==> src/rtl/freq_meter.sv <==
// Frequency meter: counts synchronized rising edges of SigIn over a fixed
// window of GATE_CYCLES CLKIn cycles and publishes the count with a Valid strobe.
//
// state   | meaning
// IDLE    | counters held at 0, waiting for Enable
// MEASURE | gate window running, rising edges counted (saturating)
// DONE    | one cycle: Valid high, Result/Overflow hold the new window, counters cleared
module freq_meter #(
  parameter int GATE_CYCLES = 50000000,
  parameter int CNT_WIDTH   = 32
) (
  input  logic                 CLKIn,
  input  logic                 Reset,
  input  logic                 SigIn,
  input  logic                 Enable,
  output logic [CNT_WIDTH-1:0] Result,
  output logic                 Valid,
  output logic                 Overflow
);

  localparam int GW = $clog2(GATE_CYCLES) + 1;
  localparam logic [GW-1:0] GATE_LAST = GW'(GATE_CYCLES - 1);

  typedef enum logic [1:0] {IDLE, MEASURE, DONE} state_t;

  state_t               state, state_nxt;
  logic                 s1, s2, s3;
  logic                 rise;
  logic                 last_cycle;
  logic [GW-1:0]        gate_cnt;
  logic [CNT_WIDTH-1:0] edge_cnt, edge_nxt;
  logic                 sat, sat_nxt;

  // SigIn is asynchronous: two flops to resolve metastability, a third for edge detect.
  always_ff @(posedge CLKIn) begin
    if (Reset) begin
      s1 <= 1'b0;
      s2 <= 1'b0;
      s3 <= 1'b0;
    end else begin
      s1 <= SigIn;
      s2 <= s1;
      s3 <= s2;
    end
  end

  assign rise       = s2 & ~s3;
  assign last_cycle = (gate_cnt == GATE_LAST);
  assign Valid      = (state == DONE);

  always_ff @(posedge CLKIn) begin
    if (Reset) state <= IDLE;
    else       state <= state_nxt;
  end

  always_comb begin
    state_nxt = state;
    case (state)
      IDLE:    if (Enable) state_nxt = MEASURE;
      MEASURE: begin
        if (!Enable)         state_nxt = IDLE;
        else if (last_cycle) state_nxt = DONE;
      end
      DONE:    state_nxt = Enable ? MEASURE : IDLE;
      default: state_nxt = IDLE;
    endcase
  end

  // Saturating edge count; a rise arriving at all-ones marks the window as overflowed.
  always_comb begin
    edge_nxt = edge_cnt;
    sat_nxt  = sat;
    if (rise) begin
      if (&edge_cnt) sat_nxt  = 1'b1;
      else           edge_nxt = edge_cnt + CNT_WIDTH'(1);
    end
  end

  // Result is loaded on entry to DONE so it is already valid while Valid is high.
  always_ff @(posedge CLKIn) begin
    if (Reset) begin
      gate_cnt <= '0;
      edge_cnt <= '0;
      sat      <= 1'b0;
      Result   <= '0;
      Overflow <= 1'b0;
    end else begin
      case (state)
        MEASURE: begin
          if (!Enable) begin
            gate_cnt <= '0;
            edge_cnt <= '0;
            sat      <= 1'b0;
          end else begin
            gate_cnt <= gate_cnt + GW'(1);
            edge_cnt <= edge_nxt;
            sat      <= sat_nxt;
            if (last_cycle) begin
              Result   <= edge_nxt;
              Overflow <= sat_nxt;
            end
          end
        end
        default: begin
          gate_cnt <= '0;
          edge_cnt <= '0;
          sat      <= 1'b0;
        end
      endcase
    end
  end

endmodule

==> config.mk <==
export PLATFORM = sky130hd
export DESIGN_NAME = freq_meter
export DESIGN_NICKNAME = d
export VERILOG_FILES = /design/src/rtl/freq_meter.sv
export SDC_FILE = /design/constraint.sdc
export NUM_CORES = 1
export LEC_CHECK = 0
export ABC_AREA = 0
export CAP_MARGIN = 5
export CORE_MARGIN = 1.5
export CORE_UTILIZATION = 50
export DETAILED_ROUTE_END_ITERATION = 16
export HOLD_SLACK_MARGIN = 0.12
export PLACE_DENSITY_LB_ADDON = 0.15
export SYNTH_ARGS = -nofsm -noshare
export SYNTH_HDL_FRONTEND = slang
export SYNTH_SLANG_ARGS = --single-unit
==> constraint.sdc <==
create_clock -name CLKIn -period 2.04 [get_ports CLKIn]
set_input_delay 0.408 -clock CLKIn [delete_from_list [all_inputs] [get_ports CLKIn]]
set_output_delay 0.408 -clock CLKIn [all_outputs]
set_load 0.05 [all_outputs]
==> summary.md, run 1 <==
| Metric | Value |
|---|---|
| Run status | `finished, violations left` |
| Violated checks | `setup timing` |
| Hold Buf Count CTS | `0` |
| CP top delay family | `simple AND/OR/NAND/NOR gates` |
| FF-to-FF setup slack | `-0.11 ns` |
| Leak pwr | `1.74 nW` |
| RSZ-0062 raised after global routing | `true` |
| Mux contribution to synthesized area | `0.00248` |
| Final setup viols | `34` |
| Initial Utilization | `0.519` |
| Syn nets | `461` |
| Dpl hpwl | `approximately 6.3 mm` |
| Synth top cells by count | `98 x dfxtp_1, 78 x nor2_1, 41 x a21oi_1, 30 x xnor2_1, 26 x nand2_1` |
| Dominant cell type by area after synthesis | `dfxtp_1` |
| Largest family of logic cells by synthesized area | `simple AND/OR/NAND/NOR gates` |
| Reg clk slew, reported paths | `0.09 ns` |
| Gpl congestion | `0.847` |
| FF+latch count, synth | `between 90 and 100` |
| Root Buffer | `clkbuf_8` |
| Largest net degree at the start of global routing | `28` |
| Core area | `7770 um^2` |
| CP Buf/Inv Count | `2` |
| Fin. max-slew vios | `0` |
| Die area | `8610 um^2` |
| P per Cell Area | `599 nW/um^2` |
| Top-count cell post-synth | `dfxtp_1` |
| Crit path from | `gate_cnt[24]` |
| Diode count | `0` |
| Synthesized-area fraction occupied by adder cells | `0.00621` |
| Worst Setup EP | `Result[14]` |
| Input/output buffers | `37` |
| FF-to-FF End | `Result[14]` |
| WL/cell | `about 14 um` |
| Post-synth design cell area | `4030 um^2` |
| Slowest stage delay, CP | `0.56 ns` |
| Reg2Reg Depth | `7` |
| Post-synthesis simple-gate area fraction | `0.269` |
| Worst path depth | `7` |
| Synthesis Warnings | `0` |
| Number of DRC markers in iteration 0 | `136` |
| Relative slew margins | `0.636` |
| Max FO, Critical Path | `12` |
| Synth area leaders | `dfxtp_1 49%, nor2_1 7.3%, xnor2_1 6.5%, a21oi_1 5.1%, xor2_1 3.9%` |
| Clk buf depth | `2` |
| Ports | `38` |
| Via density | `5.53` |
| Hold crit path type | `flip-flop to flip-flop` |
| Final WL | `9.30 mm` |
| Post-synthesis sequential area ratio | `0.487` |
| Peak VDD IR | `about 360 uV` |
| Tmin final | `2.15 ns` |
| Setup Crit Path Kind | `flip-flop to flip-flop` |
| Die X | `slightly above 90 um` |
| Layout Nets | `546` |
| H-tree depth | `3` |
| Synth top area share | `0.487` |
| Synth Instances | `455` |
| CP arrival | `2.43 ns` |
| Max cap viols | `0` |
| Clk_lat worst skew | `0.35 ns` |
| Final core occ | `0.678` |
| CTS sink cnt | `between 90 and 100` |
| Via Count | `3580` |
| Fraction of registers with async set/reset | `0` |
| Antenna-violating nets left | `0` |
| Pre-CTS setup slack | `-0.125 ns` |
| First-pass GRT wire length | `15.4 mm` |
| Measured slew at the worst slew-check pin | `between 0.5 and 0.6 ns` |
| Complex-gate fraction of the synthesized area | `0.107` |
| Final Skew | `0.00724 ns` |
| Req. time, crit path | `2.32 ns` |
| Pre-Repair DR Iteration Count | `4` |
| TritonCTS Buffers | `9` |
| Area Growth Syn to Fin | `30.7%` |
| Syn_area_per_cell | `around 9 um^2` |
| Ratio of cells with drive above 1 in the final layout | `0.206` |
| Dominant synthesized flop cell | `dfxtp_1` |
| Vias in the first global route | `3460` |
| Type of origin of the critical path | `flip-flop` |
| Reg-to-Reg Start | `gate_cnt[24]` |
| Max Freq | `465 MHz` |
| Slack of the critical path | `-0.112 ns` |
| Post-synth EDFFs | `0` |
| GRT Residual Overflow | `0` |
| Drt drc | `0` |
| Critical Path Sink Type | `flip-flop` |
| Final Cycle Share | `1.06` |
| Die Height | `92.8 um` |
| Initial antenna violation count | `0` |
| XOR/XNOR Fraction of Synth Area | `0.104` |
| Final Hold Viols | `0` |
| Crit-path slowest cell | `or4_4` |
| Worst path cell trace | `or4_4 -> or4_4 -> nor4_4 -> buf_12 -> buf_12 -> nor2_1 -> a211oi_2` |
| Num rows | `32` |
| Cell variety after synth | `36` |
| TritonCTS clock tree | `yes` |
| GRT Util Overall | `0.223` |
==> metrics by stage <==
step / setup TNS [ns] / area (um^2) / power, mW / hold slack (ns) / std cells
5_1_grt: -5.21 / 5270 / 3.27 / 0.478 / 647
3_3_place_gp: -0.336 / 4820 / 2.01 / 0.431 / 621
6_report: -2.08 / 5270 / 3.15 / 0.466 / 647
2_1_floorplan: -1.09 / 4040 / 1.99 / 0.414 / 455
4_1_cts: -1.11 / 5020 / 3.19 / 0.467 / 637
3_5_place_dp: -1.04 / 4820 / 2.01 / 0.450 / 621
==> layout make-up <==
type / instances / area, um^2
inverter: 6 / 22.5
fill: 671 / 2500
multi-input combinational: 334 / 2090
tap: 102 / 128
timing repair buffer: 91 / 863
clock buffer: 13 / 169
clock inverter: 3 / 22.5
sequential: 98 / 1970
==> cells by family after synthesis <==
group                      count (synthesis)
and+or+nand+nor                          214
muxes                                      1
adders and majority gates                  2
AOI/OAI and AO/OA                         69
DFF                                       98
buffers and inverters                     23
xor gates and xnor gates                  48
==> sequential cells by signal (all words and copies together) (netlist names) <==
register  flops
gate_cnt     27
s1            1
edge_cnt     32
sat           1
Result       32
Overflow      1
s2            1
s3            1
state         2
==> what timing repair did <==
| action | 4_1_cts | 5_1_grt |
|---|---|---|
| pin swaps | 0 | 10 |
| setup endpoints to repair | 20 | 62 |
| hold endpoints to repair | 0 | 0 |
| setup buffers | 0 | 8 |
| resized for setup | 4 | 35 |
| gates cloned | 0 | 2 |
==> layer usage <==
metal | global-route usage | wire [um] | vias to the layer above | part of all wire
met4 | 0.0631 | 83 | 0 | 0.0089
met1 | 0.263 | 4020 | 1731 | 0.43
met2 | 0.401 | 4860 | 68 | 0.52
li1 | - | - | 1773 | -
met3 | 0.0525 | 330 | 8 | 0.035
met5 | 0 | 0 | - | 0
==> layout by cell type (no fill, tap or decap), drive strengths merged <==
cell type and instances:
a211oi 16, a21oi 41, a31oi 2, and2 3, and3 5, and4 6, buf 54, clkbuf 14
clkdlybuf4s50 36, clkinv 3, dfxtp 98, ha 2, inv 6, mux2i 1, nand2 26, nand2b 4
nand3 24, nand3b 1, nand4 17, nor2 78, nor2b 6, nor3 16, nor4 12, nor4b 3
o21a 1, o21ai 9, or2 1, or3 7, or4 5, xnor2 30, xor2 18
==> power by group <==
group / internal [mW] / switching, mW
sequential: 1.91 / 0.00204
combinational: 0.0163 / 0.0342
clock: 0.547 / 0.639
total: 2.48 / 0.675
==> worst min path at each step <==
stage,startpoint,endpoint,slack (ns),cells after the start
3_5_place_dp,s1,s2,0.45,1
5_1_grt,state[0],state[0],0.48,1
6_report,s1,s2,0.47,1
2_1_floorplan,s1,s2,0.41,1
4_1_cts,s1,s2,0.47,1
3_3_place_gp,state[0],state[0],0.43,1
Power figures use the tool's default switching activity.
==> inputs of run 2 (changes only) <==
--- a/config.mk
+++ b/config.mk
@@ -7,8 +7,10 @@
 export LEC_CHECK = 0
 export ABC_AREA = 0
 export CAP_MARGIN = 5
+export CELL_PAD_IN_SITES_DETAIL_PLACEMENT = 1
+export CELL_PAD_IN_SITES_GLOBAL_PLACEMENT = 2
 export CORE_MARGIN = 1.5
-export CORE_UTILIZATION = 50
+export CORE_UTILIZATION = 31
 export DETAILED_ROUTE_END_ITERATION = 16
 export HOLD_SLACK_MARGIN = 0.12
 export PLACE_DENSITY_LB_ADDON = 0.15
==> summary.md, run 2 (synthesized netlist as in run 1, its figures left out) <==
| Metric | Value |
|---|---|
| Reg-to-Reg Start | `gate_cnt[24] (unchanged)` |
| Hold Buf Count CTS | `0 (unchanged)` |
| Antenna-violating nets left | `0 (unchanged)` |
| Fin. max-slew vios | `0 (unchanged)` |
| Input/output buffers | `37 (unchanged)` |
| Max Freq | `452 MHz (was 465 MHz)` |
| Violated checks | `setup timing (unchanged)` |
| Peak VDD IR | `394 uV (was 361 uV)` |
| Root Buffer | `clkbuf_16 (was clkbuf_8)` |
| Clk buf depth | `2 (unchanged)` |
| Reg area | `1970 um^2 (about the same)` |
| Largest net degree at the start of global routing | `37 (was 28)` |
| Largest regs | `Result (32), edge_cnt (32), gate_cnt (27) (unchanged)` |
| Commonest cells after routing, fill and taps aside | `94 x dfxtp_1, 69 x nor2_1, 60 x buf_4 (was 89 x dfxtp_1, 75 x nor2_1, 45 x buf_4)` |
| Final Power | `3.71 mW (was 3.15 mW)` |
| Req. time, crit path | `2.31 ns (was 2.32 ns)` |
| Via density | `4.88 (was 5.53)` |
| Ports | `38 (unchanged)` |
| Measured slew at the worst slew-check pin | `0.505 ns (was 0.544 ns)` |
| Vias in the first global route | `3730 (was 3460)` |
| Die X | `117 um (was 92.8 um)` |
| Setup Crit Path Kind | `flip-flop to flip-flop (unchanged)` |
| Max FO, Critical Path | `5 (was 12)` |
| Via Count | `3573 (was 3580)` |
| Die area | `13700 um^2 (was 8610 um^2)` |
| Initial antenna violation count | `0 (unchanged)` |
| RSZ-0062 raised after global routing | `true (unchanged)` |
| TritonCTS Buffers | `9 (unchanged)` |
| Max cap viols | `0 (unchanged)` |
| Layout Cells excl Fill | `732 (was 647)` |
| Final Cycle Share | `1.08 (was 1.06)` |
| Pre-Repair DR Iteration Count | `4 (unchanged)` |
| Ratio of cells with drive above 1 in the final layout | `0.254 (was 0.206)` |
| WHS | `0.449 ns (was 0.466 ns)` |
| Area Growth Syn to Fin | `41.0% (was 30.7%)` |
| Slowest stage delay, CP | `0.56 ns (about the same)` |
| Placed cell area | `5040 um^2 (was 4820 um^2)` |
| Layout Nets | `561 (was 546)` |
| Worst path cell trace | `or4_4 -> or4_4 -> nor4_4 -> buf_6 -> buf_12 -> buf_16 -> nor2_2 -> a211oi_2 (was or4_4 -> or4_4 -> nor4_4 -> buf_12 -> buf_12 -> nor2_1 -> a211oi_2)` |
| Fill cells | `1488 (was 671)` |
| Worst Setup EP | `Result[14] (unchanged)` |
| FF-to-FF setup slack | `-0.17 ns (was -0.11 ns)` |
| Crit path from | `gate_cnt[24] (unchanged)` |
| DP Cell Count | `706 (was 621)` |
| Multi-input gate area | `2170 um^2 (was 2090 um^2)` |
| Slack of the critical path | `-0.173 ns (was -0.112 ns)` |
| Clk_lat worst skew | `0.35 ns (about the same)` |
| Number of DRC markers in iteration 0 | `90 (was 136)` |
| Gpl congestion | `0.783 (was 0.847)` |
| Diode count | `0 (unchanged)` |
| Critical Path Sink Type | `flip-flop (unchanged)` |
| Initial Utilization | `0.318 (was 0.519)` |
| WL/cell | `15.1 um (was 14.4 um)` |
| First-pass GRT wire length | `18.4 mm (was 15.4 mm)` |
| Pre-CTS setup slack | `-0.139 ns (was -0.125 ns)` |
| TritonCTS clock tree | `yes (unchanged)` |
| Tmin final | `2.21 ns (was 2.15 ns)` |
| Run status | `finished, violations left (unchanged)` |
| GRT Util Overall | `0.177 (was 0.223)` |
| Final setup viols | `33 (was 34)` |
| Drt drc | `0 (unchanged)` |
| Num rows | `41 (was 32)` |
| Design Area, Final | `5680 um^2 (was 5270 um^2)` |
| Relative slew margins | `0.662 (was 0.636)` |
| Crit-path slowest cell | `or4_4 (unchanged)` |
| Core area | `12700 um^2 (was 7770 um^2)` |
| Hold crit path type | `flip-flop to flip-flop (unchanged)` |
| CP arrival | `2.48 ns (was 2.43 ns)` |
| Final core occ | `0.448 (was 0.678)` |
| Final Skew | `0.00738 ns (was 0.00724 ns)` |
| Dpl hpwl | `7.66 mm (was 6.31 mm)` |
| P per Cell Area | `653 nW/um^2 (was 599 nW/um^2)` |
| Reg clk slew, reported paths | `0.07 ns (was 0.09 ns)` |
| Final Hold Viols | `0 (unchanged)` |
| Commonest non-fill, non-tap cell in the layout | `dfxtp_1 (unchanged)` |
| Reg2Reg Depth | `8 (was 7)` |
| H-tree depth | `3 (unchanged)` |
| CTS sink cnt | `98 (unchanged)` |
| Setup TNS after final layout | `-2.37 ns (was -2.08 ns)` |
| Type of origin of the critical path | `flip-flop (unchanged)` |
| GRT Residual Overflow | `0 (unchanged)` |
| CP most frequent cell | `or4_4` |
| FF-to-FF End | `Result[14] (unchanged)` |
| Die Height | `117 um (was 92.8 um)` |
| Leak pwr | `1.89 nW (was 1.74 nW)` |
| Final WL | `11.0 mm (was 9.30 mm)` |
[run 2: cell types whose count changed in the layout (fill, tap and decap cells not counted), sizes merged]
| cell | before | now |
|---|---|---|
| clkinvlp | 0 | 1 |
| clkbuf | 14 | 11 |
| bufinv | 0 | 1 |
| buf | 54 | 70 |
[run 2: worst min path at each step]
stage | start | to | slack [ns] | depth (start not counted)
CTS | s1 | s2 | 0.45 | 1
finish | s1 | s2 | 0.45 | 1
global placement | state[0] | state[0] | 0.43 | 1
floorplan | s1 | s2 | 0.41 | 1
detailed placement | s1 | s2 | 0.44 | 1
global route | s1 | s2 | 0.47 | 1
[run 2: area by class of cell]
| cell class | instances | area share |
|---|---|---|
| tap | 172 | 0.0379 |
| clock inverter | 5 | 0.00925 |
| inverter | 6 | 0.00396 |
| clock buffer | 11 | 0.0445 |
| sequential | 98 | 0.346 |
| timing repair buffer | 106 | 0.176 |
| multi-input combinational | 334 | 0.382 |
[run 2: metal layers]
layer,part of all wire,global-route usage,vias up
met2,0.53,0.328,37
met4,0.018,0.0691,0
met5,0,0,-
met1,0.42,0.195,1739
li1,-,-,1783
met3,0.026,0.0433,14
[run 2: what timing repair did]
item	4_1_cts	5_1_grt
cloned	2	0
setup endpoints to repair	36	61
resized for setup	12	34
setup buffers	5	3
pin swaps	3	10
[run 2: critical path: cells and delay by family, from the launching register on]
kind	cells	cell delay, ns
AND/OR/NAND/NOR	4	1.29
AO/OA/AOI/OAI	1	0.14
buffers and inverters	3	0.39
flip-flops	1	0.32
[run 2: power breakdown]
| group | leakage, nW | internal (mW) | switching (mW) | total, mW |
|---|---|---|---|---|
| logic | 0.950 | 0.0158 | 0.0343 | 0.0501 |
| registers | 0.792 | 1.92 | 0.00210 | 1.92 |
| clock network | 0.151 | 1.01 | 0.732 | 1.74 |
| total | 1.89 | 2.94 | 0.768 | 3.71 |
